**src/rtl/pc_fetch_ctrl.sv**
```systemverilog
// Program-counter fetch controller: issues instruction-memory reads, reports
// fetched PCs and handles jump/branch redirects with response discard.
module pc_fetch_ctrl #(
  parameter int                DATA_W   = 16,
  parameter int                PC_INC   = 4,
  parameter logic [DATA_W-1:0] RESET_PC = '0
) (
  input  logic              clk,
  input  logic              arst,
  input  logic              enable,
  input  logic              stall,
  input  logic              branch_taken,
  input  logic              jump,
  input  logic [DATA_W-1:0] branch_pc,
  input  logic [DATA_W-1:0] jump_pc,
  output logic              imem_req,
  output logic [DATA_W-1:0] imem_addr,
  input  logic              imem_ack,
  output logic              fetch_valid,
  output logic [DATA_W-1:0] current_pc,
  output logic              flush
);

  typedef enum logic [1:0] {IDLE, FETCH, DRAIN, REDIRECT} state_t;

  state_t                   state;
  logic [DATA_W-1:0]        pc;
  logic signed [DATA_W-1:0] target;
  logic                     redirect;

  function automatic logic [DATA_W-1:0] align_target(input logic signed [DATA_W-1:0] t);
    return {t[DATA_W-1:1], 1'b0};
  endfunction

  function automatic logic [DATA_W-1:0] next_seq(input logic [DATA_W-1:0] p);
    return p + DATA_W'(PC_INC);
  endfunction

  assign redirect = (jump | branch_taken) && (state != IDLE);
  assign target   = jump ? $signed(jump_pc) : $signed(branch_pc);

  always_ff @(posedge clk or posedge arst) begin
    if (arst) begin
      state       <= IDLE;
      pc          <= RESET_PC;
      current_pc  <= RESET_PC;
      imem_req    <= 1'b0;
      imem_addr   <= RESET_PC;
      fetch_valid <= 1'b0;
      flush       <= 1'b0;
    end else begin
      fetch_valid <= 1'b0;
      flush       <= 1'b0;
      unique case (state)
        IDLE: begin
          imem_req <= 1'b0;
          if (enable) state <= FETCH;
        end
        FETCH: begin
          if (redirect) begin
            pc    <= align_target(target);
            flush <= 1'b1;
            // An un-acked request must finish on the bus before we move on.
            if (imem_req && !imem_ack) begin
              state <= DRAIN;
            end else begin
              imem_req <= 1'b0;
              state    <= REDIRECT;
            end
          end else if (imem_req) begin
            if (imem_ack) begin
              fetch_valid <= 1'b1;
              current_pc  <= pc;
              pc          <= next_seq(pc);
              imem_req    <= 1'b0;
              if (!enable) state <= IDLE;
            end
          end else if (!enable) begin
            state <= IDLE;
          end else if (!stall) begin
            imem_req  <= 1'b1;
            imem_addr <= pc;
          end
        end
        DRAIN: begin
          if (redirect) begin
            pc    <= align_target(target);
            flush <= 1'b1;
          end
          if (imem_ack) begin
            imem_req <= 1'b0;
            state    <= REDIRECT;
          end
        end
        REDIRECT: begin
          imem_req <= 1'b0;
          if (redirect) begin
            pc    <= align_target(target);
            flush <= 1'b1;
          end else begin
            state <= FETCH;
          end
        end
        default: state <= IDLE;
      endcase
    end
  end

endmodule

```
**config.mk**
```make
export PLATFORM = sky130hd
export DESIGN_NAME = pc_fetch_ctrl
export DESIGN_NICKNAME = d
export VERILOG_FILES = /design/src/rtl/pc_fetch_ctrl.sv
export SDC_FILE = /design/constraint.sdc
export NUM_CORES = 1
export LEC_CHECK = 0
export CAP_MARGIN = 30
export CORE_ASPECT_RATIO = 0.7
export CORE_MARGIN = 5
export CORE_UTILIZATION = 48
export CTS_CLUSTER_SIZE = 25
export DETAILED_ROUTE_END_ITERATION = 8
export PLACE_DENSITY = 0.89
export SLEW_MARGIN = 20
export SYNTH_ARGS = -nofsm -noshare
export SYNTH_HDL_FRONTEND = slang
export SYNTH_SLANG_ARGS = --single-unit
```
**constraint.sdc**
```tcl
create_clock -name clk -period 2.28 [get_ports clk]
set_input_delay 0.228 -clock clk [delete_from_list [all_inputs] [get_ports clk]]
set_output_delay 0.228 -clock clk [all_outputs]
set_load 0.01 [all_outputs]
```
; After elaboration in Yosys (flattened, before gate mapping)
; Index checks and enable logic that the tools add are counted.
[classes]
addsub = 1
eq_ne = 11
muxes = 29
n_bitwise = 4
reduce_logical = 14
[ops]
columns = operator, n
row1 = $mux 16, 5
row2 = $pmux 16 s2, 1
row3 = $add 16x3->16 const B, 1
row4 = $mux 1, 14
row5 = $mux 2, 7
row6 = $reduce_and 4->1, 3
row7 = $ne 3x3->1 const B, 3
row8 = $pmux 2 s4, 1
row9 = $ne 2x2->1 const B, 3
row10 = $reduce_and 5->1, 1
row11 = $eq 2x2->1 const B, 2
row12 = $ne 4x4->1 const B, 1
row13 = $reduce_bool 2->1, 2
row14 = $reduce_or 2->1, 2
row15 = $not 1->1, 3
row16 = $pmux 1 s3, 1
row17 = $reduce_or 3->1, 1
row18 = $eq 2x1->1 const B, 1
row19 = $logic_and 1x1->1, 2
row20 = $logic_not 2->1, 1
row21 = $ne 2x1->1 const B, 1
row22 = $reduce_and 2->1, 1
row23 = $logic_not 1->1, 1
row24 = $or 1x1->1, 1
[word_totals]
reg_bits = 53
output_inout_bits = 35
word_cells = 66

; Logic depth before layout (Yosys ltp)
[depth]
ltp_word = 5
depth_mapped = 8

; Worst setup path after synthesis
; Ideal clock, no wire load.
[synth_timing]
path_kind = flip-flop to flip-flop
from = register state[0]
to = register pc[13]
setup_ps = 96
t_arrival_ps = 1712
required_ps = 2184
slack_ps = 473
path_stages_with_launch = 9
n_path_buf = 2
synth_period_minus_slack_ps = 1807
path_cell_list = dfrtp_1 inv_1 ha_1 or2_1 buf_6 o22a_1 buf_6 and4_4 nor4_2
[synth_between]
elab_chain_len = 4
[synth_rtl]
columns = item, line_no
row1 = from (decl), 26  ; state_t state;
row2 = from (signal assigned), 44  ; state <= IDLE;
row3 = from (signal assigned), 57  ; if (enable) state <= FETCH;
row4 = from (signal assigned), 65  ; state <= DRAIN;
row5 = $eq 2x2->1 or $reduce_bool 2->1 (tied branches), "54, 39"
row6 = $reduce_or 2->1 (no source line) or $logic_and 1x1->1 (tied branches), n/a
row7 = $ne 2x1->1 (no source line) (tied with other cells), n/a
row8 = $reduce_and 4->1 (no source line) or $pmux 16 s2 (tied branches), n/a
row9 = to (signal assigned), 61  ; pc <= align_target(target);
row10 = to (signal assigned), 74  ; pc <= next_seq(pc);
row11 = to (signal assigned), 87  ; pc <= align_target(target);
row12 = to (decl), 27  ; logic [DATA_W-1:0] pc;
; Several ways; a longest one is shown, not always the timed one.
; A chain may end at the register's enable or synchronous reset.

; Worst setup path in the final report
[layout_timing]
from = register state[0]
to = register current_pc[7]
[layout_between]
elab_chain_len = 4
[layout_rtl]
columns = item, line_no
row1 = $reduce_bool 2->1, 39  ; assign redirect = (jump | branch_taken) && (state != IDLE);
row2 = $logic_and 1x1->1, 39
row3 = $not 1->1 (no source line), n/a
row4 = $reduce_and 4->1 (no source line) *, n/a
row5 = to (signal assigned), 73  ; current_pc <= pc;
row6 = to (decl), 20  ; output logic [DATA_W-1:0] current_pc,
; Every way passes the cells marked *; elsewhere a longest branch is shown, timed or not.

==> results.md <==
- Outcome: finished clean
- Max VDD drop: 0.672 mV
- Final Cycle Share: 0.892
- Count of final setup violators: 0
- Fin util: 0.663
- Worst R2R Path Depth: 5
- Final Max Tran Viols: 0
- Worst Skew: 5.02 ps
- Reg2reg end: current_pc[7]
- Global-route wire length before repair: 10500 µm
- Initial antenna violation count: 0
- Die height: 72.0 µm
- Share of post-route cells with drive strength above 1: 0.210
- Initial Util: 0.499
- Endpoints failing hold: 0
- Worst-margin pin slew: 653 ps
- Max_cap viols: 0
- Syn_area_per_cell: 11.6 µm²
- Core area: 5290 µm²
- Top-area cell type share of the netlist area: 0.475
- PD cells: 1250 nW/µm²
- Synth-to-layout area growth: 32.9%
- Resized Gates After CTS: 0
- Number of remaining DRC errors: 0
- Ys flop type: dfrtp_1
- Final net count: 338
- Avg WL per Cell: 17.5 µm
- Mapped Area: 2640 µm²
- Largest net degree at the start of global routing: 31
- Final WL: 6410 µm
- Static Leak: 1.50 nW
- Placer Congestion: 0.865
- Fin Hold WS: 250 ps
- CTS tree: done
- Synth top cells by count: 50 x dfrtp_1, 33 x mux2_2, 12 x o21ai_0, 11 x mux2i_1, 9 x a21oi_1
- Setup TNS: 0 ps
- Vias post-DR: 2153
- Die X: 98.6 µm
- Yosys top cell by area: dfrtp_1
- CTS root buf: clkbuf_8
- # clock sinks: 50
- FF-to-FF Start: state[0]
- Cells after Synth: 228
- WP data required: 2470 ps
- Max-slew headroom: 0.563
- Layout fillers: 409
- Most frequent cell after synthesis: dfrtp_1
- CP Class: register to register
- Clock latency at the later pin of the worst-skew pair: 300 ps
- Row cnt: 22
- Asr flop ratio synth: 1.00
- Sequential fraction of the synthesis area: 0.475
- Routed vias/inst: 5.87
- Synth unique cells: 45
- Top cells by area, synth: dfrtp_1 47%, mux2_2 14%, mux2i_1 4.2%
- Crit path DAT: 2220 ps
- Initial DRC count: 164
- Post-synth EDFFs: 0
- CTS H-tree lvls: 2
- DPL Wire Length: 4670 µm
- Clock transition at path regs: 90 ps
- Tmin final: 2030 ps
- I/O Buffers: 69
- DRT Pass-1 Iters: 4
- Setup crit start kind: register
- Reg-to-reg slack, setup: 250 ps
- RSZ-0062 raised after global routing: no
- Yosys warning count: 0
- Min-Delay Path Class: input pin to async pin
- Design area: 3500 µm²
- CTS Buf Count: 5
- Longest Clk Path Bufs: 2
- Peak Freq: 492 MHz
- Yosys reg bits: 50
- Ports: 74
- Grt total ovfl: 0
- Tot GR Track Use: 0.183
- Post-CTS Hold Fix Bufs: 0
- Vias in the first global route: 2207
- Die area: 7100 µm²
- Ant. Diodes: 0
- Dpl cell area: 3390 µm²
- Antenna Violating Nets Remaining: 0
- Max FO, Critical Path: 16
- Crit. End Element: register
- Post-CTS setup buffers: 0
placed cells by master, fill, tap and decap left out, types with 2 or more instances in the layout:
cell             instances
a21o_1                   2
a21oi_1                  9
a221oi_1                 4
a22o_1                   2
a2bb2oi_1                4
a41oi_1                  3
and3_1                   3
buf_12                   2
buf_4                    7
clkbuf_8                 8
clkdlybuf4s50_1         69
conb_1                   2
dfrtp_1                 50
ha_1                     5
inv_1                    4
inv_2                    2
mux2_2                  33
mux2i_1                 11
nand2_1                  7
nand3_1                  4
nand4_1                  7
nand4_2                  3
nor2_1                   5
nor2b_1                  6
nor3_1                   4
nor3b_1                  2
o21ai_0                 12
o22a_1                   5
o22ai_1                  4
stage by stage:
stage	setup slack (ps)	total power [mW]	instances
after CTS	294	4.41	367
after global routing	110	4.68	367
after global placement	254	3.71	359
after floorplan	473	2.91	229
after detailed placement	230	3.81	359
final	247	4.39	367
layer usage:
metal / GRT usage / part of all wire
met2: 0.289 / 0.45
met5: 0 / 0
met3: 0.0586 / 0.10
met1: 0.240 / 0.43
met4: 0.0652 / 0.015
worst max-delay path, stage by stage (launching register included):
cell      delay, ps
dfrtp_1         410
inv_1           110
ha_1            170
o21bai_2        170
nand4_2         560
mux2_2          490
state kept, by name, summed over array words and instances, names as in the netlist:
register	count
current_pc	15
fetch_valid	1
flush	1
imem_addr	15
imem_req	1
pc	15
state	2
cells by family (layout without fill, tap and decap cells):
family | Yosys count | in the layout | synth area share
AO/OA/AOI/OAI | 53 | 53 | 0.144
adder cells (fa/ha/maj) | 5 | 5 | 0.0237
buffers and inverters | 26 | 92 | 0.0536
flip-flops | 50 | 50 | 0.475
multiplexers | 44 | 44 | 0.183
other | 1 | 2 | 0.00142
AND/OR/NAND/NOR | 49 | 49 | 0.120
final cells by class:
class | instances | area (µm²) | share of cell area
sequential | 50 | 1250 | 0.357
inverter | 6 | 22.5 | 0.00643
clock buffer | 8 | 110 | 0.0314
timing repair buffer | 78 | 783 | 0.223
multi-input combinational | 153 | 1250 | 0.356
tap | 72 | 90.1 | 0.0257
report_power, final:
part | internal [mW] | switching, mW | leakage (nW)
registers | 1.28 | 0.380 | 0.617
logic | 1.17 | 0.966 | 0.828
clock network | 0.307 | 0.286 | 0.0575
total | 2.76 | 1.63 | 1.50
worst max path at each step:
stage            startpoint        endpoint  slack, ps  depth (start not counted)
2_1_floorplan      state[0]          pc[13]        470                          8
3_3_place_gp   branch_taken   current_pc[9]        250                          4
3_5_place_dp   branch_taken          pc[14]        230                          6
4_1_cts            state[0]  current_pc[14]        290                          5
5_1_grt            state[0]          pc[14]        110                          7
6_report           state[0]   current_pc[7]        250                          5
Note: power is estimated with default switching activity, not from simulation.
